==> config.mk <==
export PLATFORM = sky130hd
export DESIGN_NAME = udp_tx_data_module
export DESIGN_NICKNAME = d
export VERILOG_FILES = /design/src/rtl/udp_tx_data_module.sv
export SDC_FILE = /design/constraint.sdc
export NUM_CORES = 2
export LEC_CHECK = 0
export BUFFER_PORTS_ARGS = -buffer_cell sky130_fd_sc_hd__buf_2
export CORE_UTILIZATION = 57
export DETAILED_ROUTE_END_ITERATION = 12
export HOLD_SLACK_MARGIN = 0.15
export PLACE_DENSITY_LB_ADDON = 0.15
export SYNTH_ARGS = -nofsm -noshare
export SYNTH_HDL_FRONTEND = slang
export SYNTH_SLANG_ARGS = --single-unit
==> constraint.sdc <==
create_clock -name DATA_O_CLK -period 5.3 [get_ports DATA_O_CLK]
set_clock_uncertainty 0.2 [all_clocks]
set_input_delay 1.06 -clock DATA_O_CLK [delete_from_list [all_inputs] [get_ports DATA_O_CLK]]
set_output_delay 1.06 -clock DATA_O_CLK [all_outputs]
set_load 0.005 [all_outputs]
==> src/rtl/udp_tx_data_module.sv <==
// Word FIFO feeding a fixed-length UDP payload byte streamer.
// Words are sent MSB byte first after a request/ack handshake with the TX engine.
module udp_tx_data_module #(
   parameter int DATA_WIDTH    = 72,
   parameter int WORDS_PER_PKT = 16,
   parameter int FIFO_DEPTH    = 32
) (
   input  logic                  DATA_O_CLK,
   input  logic                  RST,
   input  logic [DATA_WIDTH-1:0] DATA_I,
   input  logic                  DATA_I_VLD,
   output logic                  DATA_I_RDY,
   output logic                  TX_REQ,
   output logic [15:0]           TX_LEN,
   input  logic                  TX_ACK,
   input  logic                  TX_BYTE_RD,
   output logic [7:0]            TX_BYTE,
   output logic                  TX_BYTE_VLD,
   output logic                  TX_LAST,
   output logic                  OVERFLOW
);

   localparam int BYTES = DATA_WIDTH / 8;
   localparam int AW    = (FIFO_DEPTH > 1) ? $clog2(FIFO_DEPTH) : 1;
   localparam int CW    = AW + 1;
   localparam int BW    = (BYTES > 1) ? $clog2(BYTES) : 1;
   localparam int WW    = (WORDS_PER_PKT > 1) ? $clog2(WORDS_PER_PKT) : 1;

   localparam logic [CW-1:0] LP_DEPTH     = CW'(FIFO_DEPTH);
   localparam logic [CW-1:0] LP_WPP       = CW'(WORDS_PER_PKT);
   localparam logic [BW-1:0] LP_BYTE_LAST = BW'(BYTES - 1);
   localparam logic [WW-1:0] LP_WORD_LAST = WW'(WORDS_PER_PKT - 1);
   localparam logic [15:0]   LP_LEN       = 16'(WORDS_PER_PKT * BYTES);

   typedef enum logic [1:0] {
      ST_IDLE = 2'd0,
      ST_REQ  = 2'd1,
      ST_SEND = 2'd2,
      ST_GAP  = 2'd3
   } state_t;

   state_t                r_state;
   state_t                w_state_nxt;
   logic [DATA_WIDTH-1:0] r_mem [FIFO_DEPTH];
   logic [AW-1:0]         r_wr_ptr;
   logic [AW-1:0]         r_rd_ptr;
   logic [CW-1:0]         r_count;
   logic [CW-1:0]         w_cnt_nxt;
   logic                  r_rdy;
   logic                  r_ovf;
   logic                  r_tx_req;
   logic [15:0]           r_tx_len;
   logic [DATA_WIDTH-1:0] r_shift;
   logic [BW-1:0]         r_byte_idx;
   logic [BW-1:0]         w_byte_idx_nxt;
   logic [WW-1:0]         r_word_idx;
   logic [WW-1:0]         w_word_idx_nxt;
   logic                  r_vld;
   logic                  r_last;
   logic                  w_push;
   logic                  w_pop;
   logic                  w_advance;
   logic                  w_byte_end;
   logic                  w_word_end;

   assign w_push     = DATA_I_VLD & r_rdy;
   assign w_advance  = (r_state == ST_SEND) & TX_BYTE_RD;
   assign w_byte_end = (r_byte_idx == LP_BYTE_LAST);
   assign w_word_end = (r_word_idx == LP_WORD_LAST);
   assign w_cnt_nxt  = r_count + CW'(w_push) - CW'(w_pop);

   assign DATA_I_RDY  = r_rdy;
   assign OVERFLOW    = r_ovf;
   assign TX_REQ      = r_tx_req;
   assign TX_LEN      = r_tx_len;
   assign TX_BYTE     = r_shift[DATA_WIDTH-1 -: 8];
   assign TX_BYTE_VLD = r_vld;
   assign TX_LAST     = r_last;

   // FSM state register
   always_ff @(posedge DATA_O_CLK or posedge RST) begin
      if (RST) begin
         r_state <= ST_IDLE;
      end else begin
         r_state <= w_state_nxt;
      end
   end

   // FSM next state; pops the head word on grant and on each word boundary inside a packet
   always_comb begin
      w_state_nxt = r_state;
      w_pop       = 1'b0;
      case (r_state)
         ST_IDLE: begin
            if (r_count >= LP_WPP) begin
               w_state_nxt = ST_REQ;
            end else begin
               w_state_nxt = ST_IDLE;
            end
         end
         ST_REQ: begin
            if (TX_ACK) begin
               w_state_nxt = ST_SEND;
               w_pop       = 1'b1;
            end else begin
               w_state_nxt = ST_REQ;
            end
         end
         ST_SEND: begin
            if (TX_BYTE_RD && w_byte_end && w_word_end) begin
               w_state_nxt = ST_GAP;
            end else if (TX_BYTE_RD && w_byte_end) begin
               w_state_nxt = ST_SEND;
               w_pop       = 1'b1;
            end else begin
               w_state_nxt = ST_SEND;
            end
         end
         ST_GAP: begin
            w_state_nxt = ST_IDLE;
         end
         default: begin
            w_state_nxt = ST_IDLE;
         end
      endcase
   end

   // Byte/word position of the byte that will be presented after this edge
   always_comb begin
      w_byte_idx_nxt = r_byte_idx;
      w_word_idx_nxt = r_word_idx;
      if (w_pop && (r_state == ST_REQ)) begin
         w_byte_idx_nxt = {BW{1'b0}};
         w_word_idx_nxt = {WW{1'b0}};
      end else if (w_pop) begin
         w_byte_idx_nxt = {BW{1'b0}};
         w_word_idx_nxt = r_word_idx + 1'b1;
      end else if (w_advance) begin
         w_byte_idx_nxt = r_byte_idx + 1'b1;
      end else begin
         w_byte_idx_nxt = r_byte_idx;
      end
   end

   // Word storage; emptied by pointer reset only
   always_ff @(posedge DATA_O_CLK) begin
      if (w_push) begin
         r_mem[r_wr_ptr] <= DATA_I;
      end
   end

   // FIFO pointers, occupancy, ready and sticky overflow
   always_ff @(posedge DATA_O_CLK or posedge RST) begin
      if (RST) begin
         r_wr_ptr <= {AW{1'b0}};
         r_rd_ptr <= {AW{1'b0}};
         r_count  <= {CW{1'b0}};
         r_rdy    <= 1'b0;
         r_ovf    <= 1'b0;
      end else begin
         r_count <= w_cnt_nxt;
         r_rdy   <= (w_cnt_nxt < LP_DEPTH);
         r_ovf   <= r_ovf | (DATA_I_VLD & ~r_rdy);
         if (w_push) begin
            r_wr_ptr <= r_wr_ptr + 1'b1;
         end
         if (w_pop) begin
            r_rd_ptr <= r_rd_ptr + 1'b1;
         end
      end
   end

   // Registered engine-side outputs and the MSB-first shift register
   always_ff @(posedge DATA_O_CLK or posedge RST) begin
      if (RST) begin
         r_tx_req   <= 1'b0;
         r_tx_len   <= 16'd0;
         r_vld      <= 1'b0;
         r_last     <= 1'b0;
         r_shift    <= {DATA_WIDTH{1'b0}};
         r_byte_idx <= {BW{1'b0}};
         r_word_idx <= {WW{1'b0}};
      end else begin
         r_tx_req   <= (w_state_nxt == ST_REQ);
         r_tx_len   <= (w_state_nxt == ST_REQ) ? LP_LEN : 16'd0;
         r_vld      <= (w_state_nxt == ST_SEND);
         r_last     <= (w_state_nxt == ST_SEND) && (w_byte_idx_nxt == LP_BYTE_LAST)
                       && (w_word_idx_nxt == LP_WORD_LAST);
         r_byte_idx <= w_byte_idx_nxt;
         r_word_idx <= w_word_idx_nxt;
         if (w_pop) begin
            r_shift <= r_mem[r_rd_ptr];
         end else if (w_advance) begin
            r_shift <= r_shift << 4'd8;
         end
      end
   end

endmodule

[After elaboration in Yosys (flattened, before gate mapping)]
Memory sizes are Yosys's and may differ from the RTL's.
Cells that the tools add are included.
Storage, ports and cells
  register bits: 111
  bits in writable memories: 2304
  memories: 1
  output and inout bits: 29
Cells by class
  $add $sub $neg: 6
  order comparisons: 2
  bitwise logic cells: 5
  equality and inequality tests: 9
  muxes and demuxes: 18
  reductions and logical operators: 7
Memory list
  r_mem: depth 32, width 72, rd ports 1, clocked after memory_dff 0, write ports 1, line 44  | logic [DATA_WIDTH-1:0] r_mem [FIFO_DEPTH];
Operators by type and width (count)
  $mux 72: 2
  $mux 4: 5
  $eq 4x4->1 const B: 4
  $add 5x1->5 const B: 2
  $add 4x1->4 const B: 2
  $mux 8: 1
  $pmux 2 s4: 1
  $mux 1: 7
  $add 6x1->6: 1
  $eq 2x2->1 const B: 3
  $ge 6x5->1 const B: 1
  $lt 6x6->1 const B: 1
  $sub 6x1->6: 1
  $logic_and 1x1->1: 5
  $eq 2x1->1 const B: 2
  $and 1x1->1: 3
  $logic_not 2->1: 1
  $mux 2: 1
  $pmux 1 s2: 1
  $reduce_bool 2->1: 1
  $not 1->1: 1
  $or 1x1->1: 1

[Logic depth before layout (Yosys ltp)]
  depth in word-level cells: 10
  depth in mapped cells: 15
  gate-level depth less buffers: 13

[Worst setup path before layout]
No wires, ideal clock.
  path kind: input to register
  from: input port DATA_I_VLD
  to: memory r_mem[31][0], enable pin
  path slack: -177 ps
  required time: 4597 ps
  arrival time: 4774 ps
  stages on the path: 5
  setup time: 503 ps
  path through: and2_1 > clkbuf_1 > nand2_1 > clkbuf_1 > nor2_1
Between the ends
  word-level cells in the longest chain between the ends: 3
Ends and longest elaborated chain
  start, declared: line 11  | input logic DATA_I_VLD,
  $and 1x1->1: line 66  | assign w_push = DATA_I_VLD & r_rdy;
  $mux 1: line 147  | if (w_push) begin
  $mux 1 (implied by the code): line 148  | r_mem[r_wr_ptr] <= DATA_I;
  end, declared: line 44
No other way between the ends.

[Worst setup path in the final report]
  from: register r_rd_ptr[1]
  to: register r_shift[46]
Between the ends
  word-level cells in the longest chain between the ends: 2
Ends and longest elaborated chain
  start, declared: line 46  | logic [AW-1:0] r_rd_ptr;
  start signal, assigned: line 156  | r_rd_ptr <= {AW{1'b0}};
  start signal, assigned: line 168  | r_rd_ptr <= r_rd_ptr + 1'b1;
  $mem_v2 32x72
  $mux 72: line 191  | if (w_pop) begin
  end signal, assigned: line 180  | r_shift <= {DATA_WIDTH{1'b0}};
  end signal, assigned: line 192  | r_shift <= r_mem[r_rd_ptr];
  end signal, assigned: line 194  | r_shift <= r_shift << 4'd8;
  end, declared: line 53  | logic [DATA_WIDTH-1:0] r_shift;
No other way between the ends.
A chain may end at the register's enable or synchronous reset.

==> flow_summary.yaml <==
pwr:
  switching_power_uw: 14200
  leakage_uw: 0.0328
  p_int_uw: 36600
  sequentialPowerShare_pct: 44.7
  cellPowerDensity_nw_per_um2: 491
  comb_power_share_pct: 22.8
  max-vdd-ir-drop_uv: 508
  p_sw_share_pct: 28.0
  p_clk_share_pct: 32.5
drt:
  via_count: 44316
  wl_met1_mm: 90.3
  first_iter_violations: 5108
  viasPerCell: 6.62
  wl_met2_mm: 107
  wl_met3_mm: 20.2
  drc: 0
  wire_per_inst_um: 33.4
  wl_mm: 224
  dr.max_layer_used: "met5"
  first_pass_iters: 7
  route.antenna.remaining_nets: 0
placed_design:
  portBuffers: 91
  dp_slack_ns: 1.45
  dp_hpwl_mm: 119
  place.gp.congestion: 0.768
clock_network:
  cts_tree: "yes"
  cts_buffer_depth: 3
  cts.sink_count: 2407
  cts_buffers: 230
  clkTransAtPathRegs_ns: 0.06
  cts-root-buf: "clkbuf_16"
  worstSkewPairLatency_ns: 0.88
  h-tree-depth: 4
  post_cts_buffers: 0
global_routing:
  track_usage_pct: 27.8
  antenna_found_initial: 11
  grt_max_degree: 90
  grt_pass1_vias: 44192
  grt_pass1_wl_mm: 319
  overflow: 0
critical_path:
  ff2ff_setup_slack_ns: 1.56
  startpoint_type: "flop"
  r2r_end: "r_shift[46]"
  cp-end-kind: "flop"
  cp_cell_sequence: "buf_4, buf_12, mux4_2, mux2i_1, nor2_1, a2111oi_0, o32ai_1"
  crit_fanout: 74
  crit_path_max_incr_delay_ns: 1.02
  arrival_ns: 4.27
  required_ns: 5.84
  critPathKind: "reg -> reg"
  worstRegToRegCells: 7
  cp_slowest_cell: "dfrtp_4"
  r2r-start: "r_rd_ptr[1]"
run_status:
  status: "finished clean"
floorplanning:
  die_y_um: 404
  initial_core_util_pct: 57.4
  die-area_um2: 163000
  row_count: 147
  die_w_um: 404
  core-area_um2: 160000
  ios: 106
logic_synthesis:
  yosys.cell_types.count: 57
  synth_top_area_share_pct: 75.2
  synth_area_um2: 92000
  async_flop_share_pct: 4.28
  syn_inst: 4115
  ys_ff_latch: 2407
  synth_top_flop_cell: "edfxtp_1"
  synth-edff-count: 2304
  avgSynthCellArea_um2: 22.4
  ys_warn_count: 0
  yosysTopAreaCell: "edfxtp_1"
  ys_seq_area_share_pct: 78.0
  synth_area_leaders: "edfxtp_1 75%, mux4_2 13%, dfrtp_1 2.8%"
cells_and_area:
  layout.nets: 4421
  areaGrowthSynthToFinish_pct: 12.4
  drive_gt1_share_pct: 25.3
timing:
  rsz0062_at_grt: "false"
  hold_viol: 0
  worst_slack_ns: 1.56
  drv_slew: 0
  tightest_slew_ns: 0.973
  timing.final.crit_share_pct: 70.5
  hold_slack_ns: 0.255
  slew_headroom_pct: 35.1
  period_needed_ns: 3.74
  timing.fmax_mhz: 268
  finalSetupViolCount: 0
hold_path:
  timing.hold.worst.start: "OVERFLOW"
  hp-class: "reg -> reg"
  whs_endpoint: "OVERFLOW"
  worstHoldPathCells: 1
run:
  drv_cap: 0
[sequential cells by signal (all words and copies together), names as in the netlist]
name / cells
DATA_I_RDY: 1
OVERFLOW: 1
TX_BYTE_VLD: 1
TX_LAST: 1
TX_LEN: 1
r_byte_idx: 4
r_count: 6
r_mem: 2304
r_rd_ptr: 5
r_shift: 72
r_state: 2
r_word_idx: 4
r_wr_ptr: 5
[placed cells by master, fill, tap and decap left out, types with 30 or more instances in the layout]
| cell | instances |
|---|---|
| nor2b_1 | 32 |
| clkbuf_16 | 230 |
| nor2_4 | 32 |
| nor2_1 | 51 |
| dfrtp_1 | 98 |
| a21oi_1 | 34 |
| clkinv_1 | 46 |
| mux4_2 | 518 |
| buf_4 | 91 |
| o21ai_0 | 30 |
| a22oi_1 | 31 |
| edfxtp_1 | 2304 |
| clkinv_2 | 37 |
| mux2i_1 | 225 |
| buf_2 | 91 |
| buf_12 | 47 |
| o32ai_1 | 46 |
| a211oi_1 | 49 |
| nand2_1 | 30 |
| o221ai_1 | 51 |
| o22ai_1 | 77 |
| clkbuf_1 | 63 |
[cells in the mapped netlist, types with 30 or more instances]
cell,count
a21oi_1,34
nor2_1,84
buf_4,66
o32ai_1,46
o221ai_1,51
clkbuf_1,100
edfxtp_1,2304
buf_2,56
dfrtp_1,103
a211oi_1,49
nand2_1,33
nor2b_1,36
a22oi_1,31
o22ai_1,77
mux2i_1,225
mux4_2,518
o21ai_0,30
[metrics by stage]
stage	TNS, ns	util, %	instances	cell area [um^2]	power, uW
global placement	0	59.6	6252	95600	34700
floorplan	-249.35	-	4128	92100	31300
detailed placement	0	59.6	6252	95600	34800
CTS	0	64.5	6692	103000	51200
global route	0	64.5	6693	103000	52500
finish	0	64.5	6696	103000	50800
[repair_timing]
item / 4_1_cts / 5_1_grt
hold buffers: 2 / 0
gates resized for setup: 0 / 0
hold endpoints to repair: 34 / 0
[kinds of logic (layout without fill, tap and decap cells)]
| kind of cell | after synthesis | in the layout | share of synthesized area, % |
|---|---|---|---|
| DFF | 2407 | 2407 | 78.0 |
| muxes | 755 | 755 | 15.3 |
| AOI/OAI and AO/OA | 422 | 422 | 3.45 |
| buffers and inverters | 281 | 685 | 1.71 |
| and+or+nand+nor | 215 | 215 | 1.17 |
| adders and majority gates | 18 | 18 | 0.253 |
| xor gates and xnor gates | 16 | 16 | 0.152 |
| other | 1 | 18 | 0.00408 |
[how the worst max path moves through the flow]
stage	from	endpoint	slack (ns)	cells after the start
finish	r_rd_ptr[1]	r_shift[46]	1.56	7
global route	r_rd_ptr[1]	r_shift[46]	1.39	7
CTS	r_rd_ptr[1]	r_shift[51]	1.56	7
detailed placement	DATA_I_VLD	r_mem[28][49]	1.45	6
global placement	DATA_I_VLD	r_mem[28][49]	1.54	6
floorplan	DATA_I_VLD	r_mem[31][0]	-0.18	5
[critical path: cells and delay by family (launching register included)]
kind	cells	cell delay, ns
simple gates	1	0.07
buf+inv	2	0.86
compound gates	2	0.79
flops	1	1.02
mux	2	0.55
[power groups by stage]
stage,Clock (uW),Sequential (uW),Combinational [uW]
2_1_floorplan,0,22500,8770
3_3_place_gp,0,23100,11600
3_5_place_dp,0,23100,11700
4_1_cts,16700,22700,11700
5_1_grt,17400,22800,12300
6_report,16500,22700,11600
[final cells by class]
class | count | area [um^2]
diodes | 4 | 10.0
clock buffers | 312 | 6250
clock inverters | 126 | 1470
fillers | 10526 | 57000
inverters | 16 | 65.1
multi-input cells | 1440 | 19000
flip-flops and latches | 2407 | 71800
well taps | 2160 | 2700
repair buffers | 231 | 2100
[metal layers]
metal / track usage (%) / up-vias
li1: - / 17942
met1: 40.2 / 23919
met2: 43.5 / 2131
met3: 5.70 / 318
met4: 8.21 / 6
met5: 0 / -
No activity file was read; power rests on OpenSTA's default activity.
